## config.mk

```make
export PLATFORM = sky130hd
export DESIGN_NAME = hist_scan_controller
export DESIGN_NICKNAME = d
export VERILOG_FILES = /design/src/rtl/hist_scan_controller.sv
export SDC_FILE = /design/constraint.sdc
export NUM_CORES = 1
export LEC_CHECK = 0
export CORE_MARGIN = 2
export CORE_UTILIZATION = 40
export DETAILED_ROUTE_END_ITERATION = 6
export PLACE_DENSITY = 0.68
export SETUP_SLACK_MARGIN = 0.05
export SKIP_CTS_REPAIR_TIMING = 1
export SLEW_MARGIN = 40
export SYNTH_ARGS = -nofsm -noshare
export SYNTH_HDL_FRONTEND = slang
export SYNTH_SLANG_ARGS = --single-unit
```

## constraint.sdc

```tcl
create_clock -name clk -period 3.42 [get_ports clk]
set_input_delay 0.684 -clock clk [delete_from_list [all_inputs] [get_ports clk]]
set_output_delay 0.684 -clock clk [all_outputs]
set_load 0.005 [all_outputs]
```

## src/rtl/hist_scan_controller.sv

```systemverilog
// Histogram builder: clears a 256-bin memory, then scans N image pixels and
// increments the bin for each one with a single-cycle read-modify-write.
module hist_scan_controller #(
  parameter int unsigned BIN_W  = 16,
  parameter int unsigned ADDR_W = 13
) (
  input  logic              clk,
  input  logic              reset,
  input  logic              start,
  input  logic              abort,
  input  logic [ADDR_W:0]   pix_count,
  output logic [ADDR_W-1:0] img_addr,
  input  logic [7:0]        img_rdata,
  output logic [7:0]        bin_addr,
  input  logic [BIN_W-1:0]  bin_rdata,
  output logic [BIN_W-1:0]  bin_wdata,
  output logic              bin_we,
  output logic              busy,
  output logic              done
);

  localparam int unsigned CNT_W = ADDR_W + 1;
  localparam logic [CNT_W-1:0] MAX_PIX = {1'b1, {ADDR_W{1'b0}}};

  typedef enum logic [2:0] {
    S_IDLE,
    S_CLEAR,
    S_SCAN,
    S_DRAIN,
    S_DONE
  } state_t;

  state_t            state_q, state_d;
  logic [7:0]        clr_q, clr_d;
  logic [CNT_W-1:0]  n_q, n_d;
  logic [ADDR_W-1:0] addr_q, addr_d;
  logic              vld_q, vld_d;
  logic              busy_q, done_q;

  logic [CNT_W-1:0]  pix_clamped;
  logic              last_addr;

  assign pix_clamped = (pix_count > MAX_PIX) ? MAX_PIX : pix_count;
  assign last_addr   = ({1'b0, addr_q} == (n_q - CNT_W'(1)));

  // Next-state and counter update; abort overrides everything and drops the pending write.
  always_comb begin
    state_d = state_q;
    clr_d   = clr_q;
    n_d     = n_q;
    addr_d  = addr_q;
    vld_d   = 1'b0;
    case (state_q)
      S_IDLE: begin
        if (start) begin
          n_d     = pix_clamped;
          clr_d   = 8'd0;
          state_d = S_CLEAR;
        end
      end
      S_CLEAR: begin
        clr_d = clr_q + 8'd1;
        if (clr_q == 8'hFF) begin
          if (n_q != '0) begin
            state_d = S_SCAN;
            addr_d  = '0;
          end else begin
            state_d = S_DONE;
          end
        end
      end
      S_SCAN: begin
        vld_d = 1'b1;
        if (last_addr) begin
          state_d = S_DRAIN;
        end else begin
          addr_d = addr_q + ADDR_W'(1);
        end
      end
      S_DRAIN: state_d = S_DONE;
      S_DONE:  state_d = S_IDLE;
      default: state_d = S_IDLE;
    endcase
    if (abort) begin
      state_d = S_IDLE;
      vld_d   = 1'b0;
    end
  end

  always_ff @(posedge clk or posedge reset) begin
    if (reset) begin
      state_q <= S_IDLE;
      clr_q   <= 8'd0;
      n_q     <= '0;
      addr_q  <= '0;
      vld_q   <= 1'b0;
      busy_q  <= 1'b0;
      done_q  <= 1'b0;
    end else begin
      state_q <= state_d;
      clr_q   <= clr_d;
      n_q     <= n_d;
      addr_q  <= addr_d;
      vld_q   <= vld_d;
      busy_q  <= (state_d == S_CLEAR) || (state_d == S_SCAN) || (state_d == S_DRAIN);
      done_q  <= (state_d == S_DONE);
    end
  end

  // Histogram port: clear writes, or increment of the bin addressed by the returning pixel.
  always_comb begin
    bin_we    = 1'b0;
    bin_addr  = 8'd0;
    bin_wdata = '0;
    if (state_q == S_CLEAR) begin
      bin_we   = 1'b1;
      bin_addr = clr_q;
    end else if (vld_q) begin
      bin_we    = 1'b1;
      bin_addr  = img_rdata;
      bin_wdata = (&bin_rdata) ? bin_rdata : bin_rdata + BIN_W'(1);
    end
  end

  assign img_addr = addr_q;
  assign busy     = busy_q;
  assign done     = done_q;

endmodule
```

==> results.toml, run 1 <==
[run_status]
status = "finished clean"

[die]
core_um2 = 7290
die_area_um2 = 8240
start_util = 0.413
ios = 82
die_h_um = 90.8
die_w_um = 90.8
rows = 31

[drt]
drt_iter0_markers = 143
num_vias = 3193
wl_um = 8460
drc = 0
dr.pass1.iters = 4
wl_per_cell_um = 15.0
vias_per_cell = 5.66
drtAntennaViolNets = 0

[power]
switchingPower_mw = 0.610
combPwrFrac = 0.380
clkPwrFrac = 0.215
swShare = 0.378
power_frac_seq = 0.405
power_mw = 1.61
p_int_mw = 1.00
p_leak_nw = 1.96
ir_drop_mv = 0.195
p_per_area_nw_per_um2 = 379

[sta]
holdWs_ns = 0.547
fin_skew_ns = 0.0139
fmax_ghz = 0.301
slew_violations = 0
hold_violations = 0
slew_headroom = 0.443
tightestPinTransition_ns = 0.827
setup_viol = 0
fin_crit_ns = 3.32
rsz0062_at_grt = "true"
post-route-period-util = 0.971

[clock_network]
clkTransAtPathRegs_ns = 0.10
htree_num_levels = 2
clkLatencyLatePin_ns = 0.31
clk_path_buf_depth = 2
clockRootBuffer = "clkbuf_8"
clkSinkCount = 41
cts_buffers = 5
cts_tree = "built"

[critical_path]
reg2reg_slack_ns = 0.57
r2r_cells = 10
cp.required_ns = 2.74
cp_max_fo = 4
path_cells = "clkdlybuf4s50_1, and4_1, nand4_1, buf_4, buf_4, nor2_1, and3_1, nor2_1, a311oi_2, dlymetal6s2s_1"
crit_type = "input port to output pin"
slowest_delay_ns = 0.49
cp-end-kind = "output pin"
cp.arrival_ns = 2.64
slowest_stage = "clkdlybuf4s50_1"
start_kind = "input port"

[min_path]
hp-class = "flip-flop to flip-flop"
whs_path_depth = 1

[yosys]
synth_cells = 364
yosys_warnings = 0
synth_nets = 410
synth.cell_area_um2 = 3010
netlist_top_cells_area = "dfrtp_1 34%, nor2_1 5.0%, nand2_1 4.7%"
ys_types = 62
ys_seq_area_frac = 0.341
yosysTopAreaCell = "dfrtp_1"
avgSynthCellArea_um2 = 8.28
async_flop_share = 1.00
yosysTopAreaCellShare = 0.341
synth_ff_type = "dfrtp_1"
synth_seq_cells = 41
synth_edf_count = 0

[global_route]
grt_pass1_vias = 3037
grt.overflow.total = 0
grt_max_degree = 42
antenna_found_initial = 0
gr-usage-all-layers = 0.199
grt_pass1_wl_um = 13800

[placement]
gp_congestion = 0.840
placed_area_um2 = 4060
hpwlAfterDp_um = 6290
placed_cells = 551
port_buffers = 81

[run]
drv_cap = 0

[final_layout]
utilization = 0.584
layout_common_cells = "63 x clkdlybuf4s50_1, 41 x dfrtp_1, 40 x nor2_1, 37 x nand2_1, 28 x buf_4"
layout_commonest_cell = "clkdlybuf4s50_1"
nNetsFinal = 510
area_growth_pct = 41.3
antenna_cells = 0
postLayoutCellArea_um2 = 4260
stdcell_count = 564
nFillCells = 692
drive_gt1_frac = 0.133
-- flip-flops by register name, indices dropped and copies added (netlist names) --
name      count
n_q          14
img_addr     13
clr_q         8
state_q       3
busy          1
done          1
vld_q         1
-- cell families after synthesis --
logic type,count (synthesis),share of synthesized area
XOR/XNOR,25,0.0772
AND/OR/NAND/NOR,175,0.308
flip-flops,41,0.341
adder cells (fa/ha/maj),4,0.0166
multiplexers,3,0.0104
AO/OA/AOI/OAI,92,0.210
buffers and inverters,24,0.0370
-- power groups by stage --
stage / registers, mW / logic, mW / clock network [mW]
2_1_floorplan: 0.620 / 0.411 / 0
4_1_cts: 0.653 / 0.611 / 0.357
6_report: 0.654 / 0.614 / 0.347
3_3_place_gp: 0.661 / 0.594 / 0
3_5_place_dp: 0.663 / 0.607 / 0
5_1_grt: 0.668 / 0.679 / 0.384
-- layout make-up --
| cell class | count | area (um2) | area share |
|---|---|---|---|
| multi-input cells | 299 | 1910 | 0.449 |
| inverters | 7 | 26.3 | 0.00617 |
| repair buffers | 110 | 1070 | 0.252 |
| well taps | 99 | 124 | 0.0291 |
| clock buffers | 5 | 68.8 | 0.0162 |
| flip-flops and latches | 41 | 1030 | 0.241 |
| clock inverters | 3 | 28.8 | 0.00676 |
-- worst max-delay path, delay by kind of cell --
family,cells,cell delay (ns)
buffers and inverters,4,0.96
and+or+nand+nor,5,0.73
AOI/OAI and AO/OA,1,0.26
-- through the flow --
step | TNS, ns | worst slack [ns]
after detailed placement | -3.38 | -0.317
after floorplan | 0 | 0.575
after CTS | -3.60 | -0.345
after global placement | -3.02 | -0.289
after global routing | -0.0189 | -0.0189
final | 0 | 0.0984
-- metal layers --
layer  wire length, um  share of wire  up-vias  GRT usage
met3               519          0.061       16     0.0484
met5                 0              0        -          0
met1              3810           0.45     1509      0.262
met2              4010           0.47      110      0.321
met4               116          0.014        0     0.0644
li1                  -              -     1558          -
-- Yosys cell counts, drive strengths merged, types with 3 or more instances --
| cell | count |
|---|---|
| o31ai | 14 |
| nand2b | 6 |
| a22o | 11 |
| inv | 7 |
| a31oi | 4 |
| and3 | 6 |
| buf | 6 |
| dfrtp | 41 |
| or3 | 5 |
| a211oi | 4 |
| or4 | 4 |
| nor3 | 10 |
| xor2 | 11 |
| a21o | 3 |
| nand3 | 26 |
| xnor2 | 13 |
| ha | 4 |
| nor2b | 4 |
| and2 | 3 |
| nand2 | 38 |
| nor4 | 4 |
| nor2 | 41 |
| o21ai | 32 |
| nand4 | 11 |
| and4 | 3 |
| a21oi | 8 |
| clkbuf | 11 |
-- path summary, 6_finish.rpt --
path                              startpoint            end
worst max-delay path            bin_rdata[8]  bin_wdata[15]
worst min-delay path                clr_q[7]       clr_q[7]
worst max register to register        n_q[0]    img_addr[8]
worst min register to register      clr_q[7]       clr_q[7]
max in group asynchronous              reset     state_q[0]
min in group asynchronous              reset       clr_q[6]
Note: power is estimated with default switching activity, not from simulation.
==> run 2, diff against run 1 <==
==> constraint.sdc (replaced) <==
create_clock -name clk -period 3.42 [get_ports clk]
set_input_delay 0.684 -clock clk [delete_from_list [all_inputs] [get_ports clk]]
set_output_delay 0.684 -clock clk [all_outputs]
set_load 0.1 [all_outputs]
==> run 2 against run 1 <==
Against the previous run:
- clock skew down 0.0078 ns
- combinational power rose by 37%
- largest cell class unchanged
- fmax increased by 2.0%
- hold slack worse by 0.022 ns
- highest routed layer unchanged
- non-clock buffer count fell by 3
- flip-flop and latch count stayed put
- largest power group is now combinational cells
- critical path depth down 1
- wire length grew 3.5%
- global-route usage grew 1.3 points
- core utilization rose by 2.3 points
- clock power about the same
==> results.toml, run 2 (synthesis gave the netlist of run 1 again) <==
[critical_path]
r2r_cells = 8
path_buf_inv = 3
cp_max_fo = 5
cp-end-kind = "output pin"
start_kind = "input port"
slowest_delay_ns = 0.52
cp.required_ns = 2.74
crit_type = "input port to output pin"
rr_startpoint = "n_q[6]"
crit_family = "buffers and inverters"
cp.arrival_ns = 2.57
r2r-end = "img_addr[5]"
reg2reg_slack_ns = 0.58
path_cells = "clkdlybuf4s50_1, and4_4, nand4_1, buf_6, o21ba_4, and2_1, xnor2_1, nor2_2, buf_12"
slowest_stage = "clkdlybuf4s50_1"

[sta]
fin_crit_ns = 3.26
hold_violations = 0
rsz0062_at_grt = "false"
fmax_ghz = 0.307
post-route-period-util = 0.953
tightestPinTransition_ns = 0.767
finalSetupTns_ns = 0
slew_violations = 0
setup_viol = 0
slew_headroom = 0.489
fin_skew_ns = 0.00605

[drt]
num_vias = 3132
drtAntennaViolNets = 0
dr.pass1.iters = 5
drt_iter0_markers = 142
vias_per_cell = 5.58
drc = 0
wl_per_cell_um = 15.6
wl_um = 8750

[power]
clkPwrFrac = 0.188
p_per_area_nw_per_um2 = 415
power_frac_seq = 0.355
switchingPower_mw = 0.830
p_leak_nw = 1.87
p_int_mw = 1.01
swShare = 0.452
ir_drop_mv = 0.337
combPwrFrac = 0.457

[final_layout]
drive_gt1_frac = 0.245
postLayoutCellArea_um2 = 4430
layout_common_cells = "46 x buf_4, 41 x dfrtp_1, 38 x nand2_1, 37 x clkdlybuf4s50_1, 27 x nor2_1"
antenna_cells = 0
nNetsFinal = 507
utilization = 0.607
layout_commonest_cell = "buf_4"
multiInputGateArea_um2 = 2030
area_growth_pct = 46.9
regMostFlops = "n_q"
nFillCells = 666
seqCellArea_um2 = 1030
largest_reg_flops = 14

[clock_network]
clkTransAtPathRegs_ns = 0.09
cts_tree = "built"
clkLatencyLatePin_ns = 0.30
cts_buffers = 5
htree_num_levels = 2
clockRootBuffer = "clkbuf_8"
clkSinkCount = 41
clk_path_buf_depth = 2

[placement]
placed_area_um2 = 4250
port_buffers = 81
gp_congestion = 0.827
hpwlAfterDp_um = 6610

[die]
start_util = 0.413
rows = 31
core_um2 = 7290
ios = 82
die_h_um = 90.8
die_w_um = 90.8
die_area_um2 = 8240

[run_status]
status = "finished clean"

[min_path]
whs_path_depth = 1
worstHoldStart = "clr_q[7]"
hold_end = "clr_q[7]"
hp-class = "flip-flop to flip-flop"

[global_route]
antenna_found_initial = 0
grt.overflow.total = 0
grt_pass1_vias = 2961
grt_pass1_wl_um = 14500
gr-usage-all-layers = 0.212
grt_max_degree = 42

[run]
drv_cap = 0
run 2: cell type report:
type,count,share of cell area
Inverter,7,0.00594
Tap cell,99,0.0280
Timing Repair Buffer,107,0.255
Clock buffer,5,0.0155
Sequential cell,41,0.232
Multi-Input combinational cell,299,0.458
Clock inverter,3,0.00565
run 2: metrics by stage:
step	worst slack (ns)	hold slack, ns	cells	power, mW
after CTS	-0.184	0.534	558	1.84
after detailed placement	-0.161	0.509	550	1.50
final	0.162	0.525	561	1.84
after global routing	0.0841	0.558	561	1.94
after floorplan	-0.358	0.478	364	1.25
after global placement	-0.0516	0.499	550	1.48
run 2: per-layer routing:
layer | up-vias | track usage | wire length (um) | part of all wire
li1 | 1555 | - | - | -
met1 | 1479 | 0.300 | 4220 | 0.48
met2 | 89 | 0.341 | 4110 | 0.47
met3 | 9 | 0.0359 | 319 | 0.036
met4 | 0 | 0.0467 | 106 | 0.012
met5 | - | 0 | 0 | 0
run 2: power by group through the flow:
stage                     Sequential, mW  Combinational, mW  Clock [mW]
final                              0.653              0.841       0.345
after global routing               0.668              0.905       0.370
after CTS                          0.650              0.841       0.348
after detailed placement           0.657              0.839           0
after global placement             0.654              0.828           0
after floorplan                    0.721              0.530           0
run 2: worst max path at each step:
| stage | endpoint | start | cells after the start |
|---|---|---|---|
| 6_report | bin_wdata[10] | bin_rdata[9] | 9 |
| 5_1_grt | bin_wdata[10] | bin_rdata[9] | 9 |
| 4_1_cts | bin_wdata[11] | bin_rdata[4] | 10 |
| 3_5_place_dp | bin_wdata[11] | bin_rdata[4] | 10 |
| 3_3_place_gp | bin_wdata[1] | bin_rdata[3] | 9 |
| 2_1_floorplan | bin_wdata[15] | bin_rdata[3] | 7 |
